File: src/rtl/mips_pkg.sv
// rtl/mips_pkg.sv - shared fetch-stage types, sse encodings and opcode constants
package mips_pkg;

    typedef enum logic [1:0] {
        IDLE  = 2'd0,
        FETCH = 2'd1,
        VALID = 2'd2
    } fetch_state_t;

    localparam logic [1:0] SSE_SEXT16     = 2'b00;
    localparam logic [1:0] SSE_SEXT16_SL2 = 2'b01;
    localparam logic [1:0] SSE_IMM26_SL2  = 2'b10;
    localparam logic [1:0] SSE_ZERO       = 2'b11;

    localparam logic [5:0] OP_RTYPE  = 6'h00;
    localparam logic [5:0] OP_REGIMM = 6'h01;
    localparam logic [5:0] OP_J      = 6'h02;
    localparam logic [5:0] OP_JAL    = 6'h03;
    localparam logic [5:0] OP_BEQ    = 6'h04;
    localparam logic [5:0] OP_BNE    = 6'h05;
    localparam logic [5:0] OP_BLEZ   = 6'h06;
    localparam logic [5:0] OP_BGTZ   = 6'h07;

endpackage

File: src/rtl/instruction_fetch_unit_if.sv
// rtl/instruction_fetch_unit_if.sv - MOV/MOC instruction memory read port
interface instruction_fetch_unit_if;
    logic        mem_req;
    logic [31:0] mem_addr;
    logic        mem_moc;
    logic [31:0] mem_rdata;

    modport master (output mem_req, mem_addr, input mem_moc, mem_rdata);
    modport slave  (input mem_req, mem_addr, output mem_moc, mem_rdata);
endinterface

File: src/rtl/instruction_fetch_unit_sse_decoder.sv
// rtl/instruction_fetch_unit_sse_decoder.sv - opcode to extend/shift select decode
module sse_decoder
    import mips_pkg::*;
(
    input  logic [5:0] opcode,
    output logic [1:0] sse
);

    always_comb begin
        sse = SSE_SEXT16;
        case (opcode)
            OP_J, OP_JAL:                         sse = SSE_IMM26_SL2;
            OP_REGIMM, OP_BEQ, OP_BNE,
            OP_BLEZ, OP_BGTZ:                     sse = SSE_SEXT16_SL2;
            OP_RTYPE:                             sse = SSE_ZERO;
            default:                              sse = SSE_SEXT16;
        endcase
    end

endmodule

File: src/rtl/instruction_fetch_unit.sv
// rtl/instruction_fetch_unit.sv - multi-cycle fetch stage: PC, memory handshake and IR
module instruction_fetch_unit
    import mips_pkg::*;
#(
    parameter logic [31:0] RESET_PC   = 32'h0000_0000,
    parameter int unsigned WAIT_LIMIT = 15
) (
    input  logic                      clk,
    input  logic                      reset,
    instruction_fetch_unit_if.master  mem,
    input  logic                      fetch_en,
    input  logic                      pc_load,
    input  logic [31:0]               pc_load_value,
    output logic [31:0]               ir,
    output logic                      ir_valid,
    input  logic                      ir_ack,
    output logic [1:0]                sse,
    output logic [31:0]               pc_plus4,
    output logic                      fetch_err
);

    localparam logic [7:0] CNT_LAST = 8'(WAIT_LIMIT - 1);

    fetch_state_t state, state_d;
    logic [31:0]  pc, pc_d, ir_q, ir_d, pc_plus4_q, pc_plus4_d, pend_val, pend_val_d;
    logic [1:0]   sse_q, sse_d, dec_sse;
    logic [7:0]   cnt, cnt_d;
    logic         err_q, err_d, pend, pend_d, gap, gap_d;

    sse_decoder u_sse_decoder (
        .opcode (mem.mem_rdata[31:26]),
        .sse    (dec_sse)
    );

    always_ff @(posedge clk) begin
        if (reset) begin
            state      <= IDLE;
            pc         <= RESET_PC;
            ir_q       <= 32'h0;
            sse_q      <= SSE_ZERO;
            pc_plus4_q <= RESET_PC;
            err_q      <= 1'b0;
            cnt        <= 8'd0;
            pend       <= 1'b0;
            pend_val   <= 32'h0;
            gap        <= 1'b0;
        end else begin
            state      <= state_d;
            pc         <= pc_d;
            ir_q       <= ir_d;
            sse_q      <= sse_d;
            pc_plus4_q <= pc_plus4_d;
            err_q      <= err_d;
            cnt        <= cnt_d;
            pend       <= pend_d;
            pend_val   <= pend_val_d;
            gap        <= gap_d;
        end
    end

    always_comb begin
        state_d    = state;
        pc_d       = pc;
        ir_d       = ir_q;
        sse_d      = sse_q;
        pc_plus4_d = pc_plus4_q;
        err_d      = err_q;
        cnt_d      = cnt;
        pend_d     = pend;
        pend_val_d = pend_val;
        gap_d      = 1'b0;
        case (state)
            IDLE: begin
                if (pc_load) pc_d = pc_load_value;
                if (fetch_en && !err_q) state_d = FETCH;
            end
            FETCH: begin
                if (gap) begin
                    // No request is outstanding during the gap, so a redirect applies directly.
                    if (pc_load) pc_d = pc_load_value;
                end else if (mem.mem_moc) begin
                    cnt_d = 8'd0;
                    if (pend || pc_load) begin
                        pc_d   = pc_load ? pc_load_value : pend_val;
                        pend_d = 1'b0;
                        gap_d  = 1'b1;
                    end else begin
                        ir_d       = mem.mem_rdata;
                        sse_d      = dec_sse;
                        pc_d       = pc + 32'd4;
                        pc_plus4_d = pc + 32'd4;
                        state_d    = VALID;
                    end
                end else begin
                    if (pc_load) begin
                        pend_d     = 1'b1;
                        pend_val_d = pc_load_value;
                    end
                    if (cnt == CNT_LAST) begin
                        err_d   = 1'b1;
                        cnt_d   = 8'd0;
                        state_d = IDLE;
                        if (pc_load || pend) begin
                            pc_d   = pc_load ? pc_load_value : pend_val;
                            pend_d = 1'b0;
                        end
                    end else begin
                        cnt_d = cnt + 8'd1;
                    end
                end
            end
            VALID: begin
                if (pc_load) begin
                    pc_d    = pc_load_value;
                    state_d = fetch_en ? FETCH : IDLE;
                end else if (ir_ack) begin
                    state_d = fetch_en ? FETCH : IDLE;
                end
            end
            default: state_d = IDLE;
        endcase
    end

    assign mem.mem_req  = (state == FETCH) && !gap;
    assign mem.mem_addr = pc;
    assign ir_valid     = (state == VALID);
    assign ir           = ir_q;
    assign sse          = sse_q;
    assign pc_plus4     = pc_plus4_q;
    assign fetch_err    = err_q;

endmodule
File: src/flat_wrapper.sv
// flat-port wrapper written by rule: the top's interface ports become plain ports
module instruction_fetch_unit_flat import mips_pkg::*;
#(
    parameter logic [31:0] RESET_PC   = 32'h0000_0000,
    parameter int unsigned WAIT_LIMIT = 15
)
  (clk, reset, fetch_en, pc_load, pc_load_value, ir, ir_valid, ir_ack, sse, pc_plus4, fetch_err, mem_mem_req, mem_mem_addr, mem_mem_moc, mem_mem_rdata);
  instruction_fetch_unit_if mem_i ();
  input  logic clk;
  input  logic reset;
  input  logic fetch_en;
  input  logic pc_load;
  input  logic [31:0] pc_load_value;
  output logic [31:0] ir;
  output logic ir_valid;
  input  logic ir_ack;
  output logic [1:0] sse;
  output logic [31:0] pc_plus4;
  output logic fetch_err;
  output wire logic [$bits(mem_i.mem_req)-1:0] mem_mem_req;
  output wire logic [$bits(mem_i.mem_addr)-1:0] mem_mem_addr;
  input wire logic [$bits(mem_i.mem_moc)-1:0] mem_mem_moc;
  input wire logic [$bits(mem_i.mem_rdata)-1:0] mem_mem_rdata;
  assign mem_mem_req = mem_i.mem_req;
  assign mem_mem_addr = mem_i.mem_addr;
  assign mem_i.mem_moc = mem_mem_moc;
  assign mem_i.mem_rdata = mem_mem_rdata;
  instruction_fetch_unit #(.RESET_PC(RESET_PC), .WAIT_LIMIT(WAIT_LIMIT)) u_core (.clk(clk), .reset(reset), .mem(mem_i), .fetch_en(fetch_en), .pc_load(pc_load), .pc_load_value(pc_load_value), .ir(ir), .ir_valid(ir_valid), .ir_ack(ir_ack), .sse(sse), .pc_plus4(pc_plus4), .fetch_err(fetch_err));
endmodule
File: config.mk
export PLATFORM = sky130hd
export DESIGN_NAME = instruction_fetch_unit_flat
export DESIGN_NICKNAME = d
export VERILOG_FILES = /design/src/rtl/mips_pkg.sv /design/src/rtl/instruction_fetch_unit_if.sv /design/src/rtl/instruction_fetch_unit_sse_decoder.sv /design/src/rtl/instruction_fetch_unit.sv /design/src/flat_wrapper.sv
export SDC_FILE = /design/constraint.sdc
export NUM_CORES = 1
export LEC_CHECK = 0
export ABC_AREA = 1
export CAP_MARGIN = 40
export CORE_MARGIN = 4
export CORE_UTILIZATION = 47
export CTS_CLUSTER_SIZE = 16
export DETAILED_ROUTE_END_ITERATION = 7
export PLACE_DENSITY = 0.77
export SYNTH_ARGS = -nofsm -noshare
export SYNTH_HDL_FRONTEND = slang
export SYNTH_SLANG_ARGS = --single-unit
File: constraint.sdc
create_clock -name clk -period 4.7 [get_ports clk]
set_clock_uncertainty 0.15 [all_clocks]
set_input_delay 0.47 -clock clk [delete_from_list [all_inputs] [get_ports clk]]
set_output_delay 0.47 -clock clk [all_outputs]
set_load 0.01 [all_outputs]
# --- Word-level counts from Yosys, hierarchy flattened ---
# Memories as Yosys holds them, arrays and structs flattened.
# Index checks and enable logic that the tools add are counted.
op_classes:
  n_addsub: 2
  mul: 0
  div: 0
  order_cmp: 0
  n_eq_ne: 11
  n_shift: 0
  n_mux: 26
  bitwise: 4
  reduce_logical: 17
op_table:
  columns: ["cell", "n"]
  rows:
  - ["$mux W32", 7]
  - ["$pmux W32 S2", 1]
  - ["$add A32 B3 Y32 const B", 1]
  - ["$mux W2", 8]
  - ["$mux W8", 2]
  - ["$reduce_and A3 Y1", 3]
  - ["$add A8 B1 Y8 const B", 1]
  - ["$eq A8 B4 Y1 const B", 1]
  - ["$ne A4 B2 Y1 const B", 2]
  - ["$reduce_and A4 Y1", 2]
  - ["$mux W1", 7]
  - ["$ne A3 B2 Y1 const B", 2]
  - ["$pmux W2 S3", 1]
  - ["$reduce_and A5 Y1", 1]
  - ["$ne A2 B1 Y1 const B", 2]
  - ["$not A1 Y1", 4]
  - ["$reduce_or A4 Y1", 1]
  - ["$logic_not A3 Y1", 1]
  - ["$ne A3 B3 Y1 const B", 1]
  - ["$eq A2 B1 Y1 const B", 1]
  - ["$eq A2 B2 Y1 const B", 1]
  - ["$logic_and A1 B1 Y1", 2]
  - ["$logic_not A1 Y1", 2]
  - ["$logic_not A2 Y1", 1]
  - ["5 further kinds", 5]
word_totals:
  ff_bits: 143
  latchBits: 0
  ram_bits: 0
  mem_bits_ro: 16
  in_bits: 70
  output_inout_bits: 101
  mem_count: 1
mem_list:
  columns: ["name", "depth", "word_bits", "read_ports", "rd_ports_with_merged_regs", "wr", "line", "rtl"]
  rows:
  - ["(no name shown)", 8, 2, 1, 0, 0, "instruction_fetch_unit_sse_decoder.sv:11", "case (opcode)"]

# --- Longest topological paths before layout ---
logic_depth:
  ltp_word: 6
  ltp_mapped: 12

# --- Hierarchy ---
# A second synthesis with hierarchy kept.
hier_totals:
  cells_unflattened: 1128
  area_unflattened_um2: 7234.4
modules_own_cells:
  columns: ["mod", "instances", "cells_each", "area_per_inst_um2"]
  rows:
  - ["instruction_fetch_unit", 1, 1118, 7196.9]
  - ["sse_decoder", 1, 10, 37.5]

# --- Worst setup path after synthesis ---
# OpenSTA, ideal clock, no wires.
synth_path:
  path_kind: "in2reg"
  startpoint: "input port pc_load"
  endpoint: "register u_core.pc_plus4_q[10], in the netlist u_core.pc_plus4[10]"
  setup_ps: 115
  arrival_ps: 1615
  path_slack_ps: 2820
  path_stages: 9
  n_path_buf: 3
  path_cell_list: "buf_4 -> nor2_8 -> nand2_1 -> nor2_4 -> nand2_2 -> buf_2 -> buf_2 -> o21ai_0 -> inv_1"
synth_between:
  elab_chain_cells: 3
synth_rtl:
  columns: ["item", "line", "rtl"]
  rows:
  - ["start: declaration", "flat_wrapper.sv:12", "input logic pc_load;"]
  - ["$logic_or A1 B1 Y1", "instruction_fetch_unit.sv:83", "if (pend || pc_load) begin"]
  - ["$not A1 Y1 (no source line)", null, null]
  - ["$reduce_and A4 Y1 (no source line)", null, null]
  - ["end signal: assignment", "instruction_fetch_unit.sv:52", "pc_plus4_q <= pc_plus4_d;"]
  - ["end: declaration", "instruction_fetch_unit.sv:25", "logic [31:0] pc, pc_d, ir_q, ir_d, pc_plus4_q, pc_plus4_d, pend_val, pend_val_d;"]
# Every way passes these cells.
# A chain may end at the register's enable or synchronous reset.

# --- Final worst setup path ---
layout_path:
  startpoint: "register u_core.state[0]"
  endpoint: "register u_core.pc_plus4_q[10], in the netlist u_core.pc_plus4[10]"
layout_between:
  elab_chain_cells: 2
layout_rtl:
  columns: ["item", "line", "rtl"]
  rows:
  - ["start: declaration", "instruction_fetch_unit.sv:24", "fetch_state_t state, state_d;"]
  - ["start signal: assignment", "instruction_fetch_unit.sv:48", "state <= state_d;"]
  - ["$eq A2 B1 Y1", "instruction_fetch_unit.sv:72", "case (state)"]
  - ["$reduce_and A4 Y1 (no source line)", null, null]
# Every way passes these cells.

==> results.md <==
* Post-route setup TNS at 0 ns
* Wirelength per Cell at roughly 16 um
* Root Buffer: clkbuf_16
* Fin. Hold Viols at 0
* Detailed-route via count at between 7,000 and 8,000
* Die Y at 131.9 um
* Detailed Routing Iterations Pass 1 at 5
* Post-Synth Adder-Cell Area at 0.5206%
* Nets at between 1,000 and 1,500
* Syn. warnings at 0
* Most frequent cell after synthesis: nand2_1
* Worst-path cell chain: nand2_1, nor2_4, buf_4, nand2_2, buf_4, inv_2, buf_12, nor2_1, nor2_1, o21ai_0, inv_1
* DRC Markers at 0
* Final slew viol count at 0
* Initial antenna violation count at 0
* Post-route clock period utilization at between 70% and 80%
* Cts repair resizes at 0
* Top cell type's share of synthesized area at 39.70%
* Setup Viol. Count Final at 0
* RSZ-0062 raised after global routing: no
* Syn_nets at between 1,000 and 1,500
* Mux share of post-synthesis cell area at 0%
* Gate Count Post-Synth at 1,065
* Grt ovf at 0
* First-pass GRT wire length at 35,470 um
* Vias per cell at 5.433
* Largest net degree at the start of global routing at 74
* Total CTS buffers at 17
* FF-to-FF path depth at 11
* HP Class: input port to flop
* Synth top area cells: dfxtp_1, nand2_1, nor2_1, o21ai_0, a21oi_1
* WS Path Type: flop to flop
* Core area at 0.01509 mm2
* Hold buffers post-CTS at 0
* Avg Inst Size Synth at 6.771 um2
* Reg-to-reg setup timing slack at 1.25 ns
* Layout cell share with drive strength beyond 1 at 4.774%
* Clock-pin transition on the worst setup and hold timing paths at around 0.060 ns
* Initial Util at between 40% and 50%
* Synth cell types at 39
* Post-detail-place hpwl at 15,270 um
* Crit path from: u_core.state[0]$_SDFFE_PP0P_
* Worst setup endpoint: u_core.pc_plus4[10]$_SDFFE_PP0P_
* PD cells at 488.3 mW/mm2
* CTS Buffer Depth at 2
* Post-CTS Setup Repair Bufs at 0
* Slowest cell delay on critical path at 0.61 ns
* Die ar. at ~0.017 mm2
* Post-synthesis xor/xnor area fraction at 0.4859%
* CTS tree: yes
* Synth async-reset ratio at 0%
* CP Launch Type: flop
* Vias in the first global route at between 7,000 and 8,000
* # rows at 45
* Final wirelength at approximately 22,000 um
* Total track usage at 24.58%
* Status: complete, no violations
* VDD IR max at ~280 uV
* Synth Register Bits at 143
* Critical Path Fanout Max at 50
* PortBufs at 170
* Slowest-stage cell, CP: inv_2
* Synth Cell Area at 0.007211 mm2
* Final ANT Viol Nets at 0
* Drt first-iter violations at 585
* Max Cap Viol at 0
* Critical path required time at 4.92 ns
* Pleak at roughly 3.7 nW
* Die W at 131.9 um
* Synth-to-Final Area Change at 32.43%
* Simple-Gate Fraction of Synth Area at 28.09%
* Fill cells at 1,385
* Clk_lat worst skew at 0.43 ns
* Max Freq at 290.0 MHz
* Main synth FF type: dfxtp_1
* Main combinational cell family by area after synthesis: simple AND/OR/NAND/NOR gates
* RR Endpoint: u_core.pc_plus4[10]$_SDFFE_PP0P_
* Pwr Total at 4.663 mW
* Tmin final at ~3.4 ns
* Sink Count at 143
* Cell taking the most area after synthesis: dfxtp_1
* Critical R2R Launch: u_core.state[0]$_SDFFE_PP0P_
* # IOs at 171
* RePlAce Congestion at 0.9247
* Crit. End Element: flop
* Arr. time, crit path at 3.67 ns
* Slew HR at 38.87%
* Worst-margin pin slew at 0.9147 ns
* H-tree lvl count at 4
* Number of flops mapped to enable cells by yosys at 0
* Complex-gate fraction of the synthesized area at 21.99%
* Antenna fix cells at 0
* Sequential cell area fraction in the yosys report at 39.70%
* Synth cell count leaders: nand2_1, nor2_1, dfxtp_1
[routing by layer]
| metal | global-route usage, % | vias up | share of wire [%] |
|---|---|---|---|
| met5 | 0 | - | 0 |
| met4 | 10.04 | 0 | 2.7 |
| met3 | 5.573 | 50 | 6.1 |
| met2 | 39.14 | 266 | 45 |
| met1 | 32.32 | 3470 | 46 |
| li1 | - | 3837 | - |
[worst min path at each step]
stage,startpoint,endpoint,slack [ns],depth (start not counted)
floorplan,u_core.cnt[7]$_SDFFE_PP0P_,u_core.cnt[7]$_SDFFE_PP0P_,0.31,2
global placement,u_core.sse[0]$_SDFFE_PP1P_,u_core.sse[0]$_SDFFE_PP1P_,0.31,2
detailed placement,u_core.sse[1]$_SDFFE_PP1P_,u_core.sse[1]$_SDFFE_PP1P_,0.31,2
CTS,pc_load,u_core.pend$_SDFFE_PP0P_,0.26,3
global route,pc_load,u_core.pend$_SDFFE_PP0P_,0.28,3
finish,pc_load,u_core.pend$_SDFFE_PP0P_,0.26,3
[metrics by stage]
stage / instance area [um2] / utilization (%) / std cells / setup slack [ns] / hold WS [ns]
2_1_floorplan: 7211 / - / 1065 / 2.820 / 0.3088
3_3_place_gp: 8901 / 58.99 / 1370 / 1.227 / 0.3076
3_5_place_dp: 8929 / 59.17 / 1371 / 1.182 / 0.3099
4_1_cts: 9549 / 63.28 / 1403 / 1.261 / 0.2567
5_1_grt: 9549 / 63.28 / 1403 / 0.9243 / 0.2778
6_report: 9549 / 63.28 / 1403 / 1.252 / 0.2560
[critical path, delay by kind of cell (launching register included)]
kind | cells | cell delay [ns]
AO/OA/AOI/OAI | 1 | 0.10
buffers and inverters | 5 | 1.58
flip-flops | 1 | 0.45
AND/OR/NAND/NOR | 5 | 1.07
[state kept, by name (all words and copies together), names as in the netlist]
register	count
u_core.state	2
u_core.cnt	8
u_core.fetch_err	1
u_core.pend_val	32
u_core.pend	1
u_core.sse	2
u_core.pc_plus4	32
u_core.gap	1
u_core.ir	32
u_core.mem.mem_addr	32
[cells by family after synthesis]
family                     count (synthesis)
AOI/OAI and AO/OA                        282
DFF                                      143
and+or+nand+nor                          478
buffers and inverters                    155
adders and majority gates                  3
xor gates and xnor gates                   4
[layout by cell type (no fill, tap or decap), types with 3 or more instances in the layout]
cell type / n
nand2_1: 218
clkdlybuf4s50_1: 169
nor2_1: 154
dfxtp_1: 143
o21ai_0: 108
inv_1: 86
a21oi_1: 82
nand3_1: 74
o211ai_1: 42
a31oi_1: 18
clkbuf_16: 17
o21ai_1: 12
a211oi_1: 10
nand4_1: 10
inv_2: 6
clkinv_2: 6
buf_4: 6
o22ai_1: 4
and2_1: 4
clkinv_4: 4
bufinv_16: 4
a21boi_0: 3
ha_1: 3
[where the power goes]
group          internal [mW]  switching, mW
Clock                  0.885          0.538
Combinational          0.680          0.848
Sequential              1.45          0.266
Total                   3.01           1.65
[final cells by class]
class | count | area (um2) | area share [%]
inverters | 95 | 357.8 | 3.747
multi-input cells | 767 | 3684 | 38.57
repair buffers | 178 | 1789 | 18.74
clock inverters | 15 | 195.2 | 2.044
flip-flops and latches | 143 | 2863 | 29.98
clock buffers | 17 | 425.4 | 4.455
well taps | 188 | 235.2 | 2.463
No activity file was read; power rests on OpenSTA's default activity.
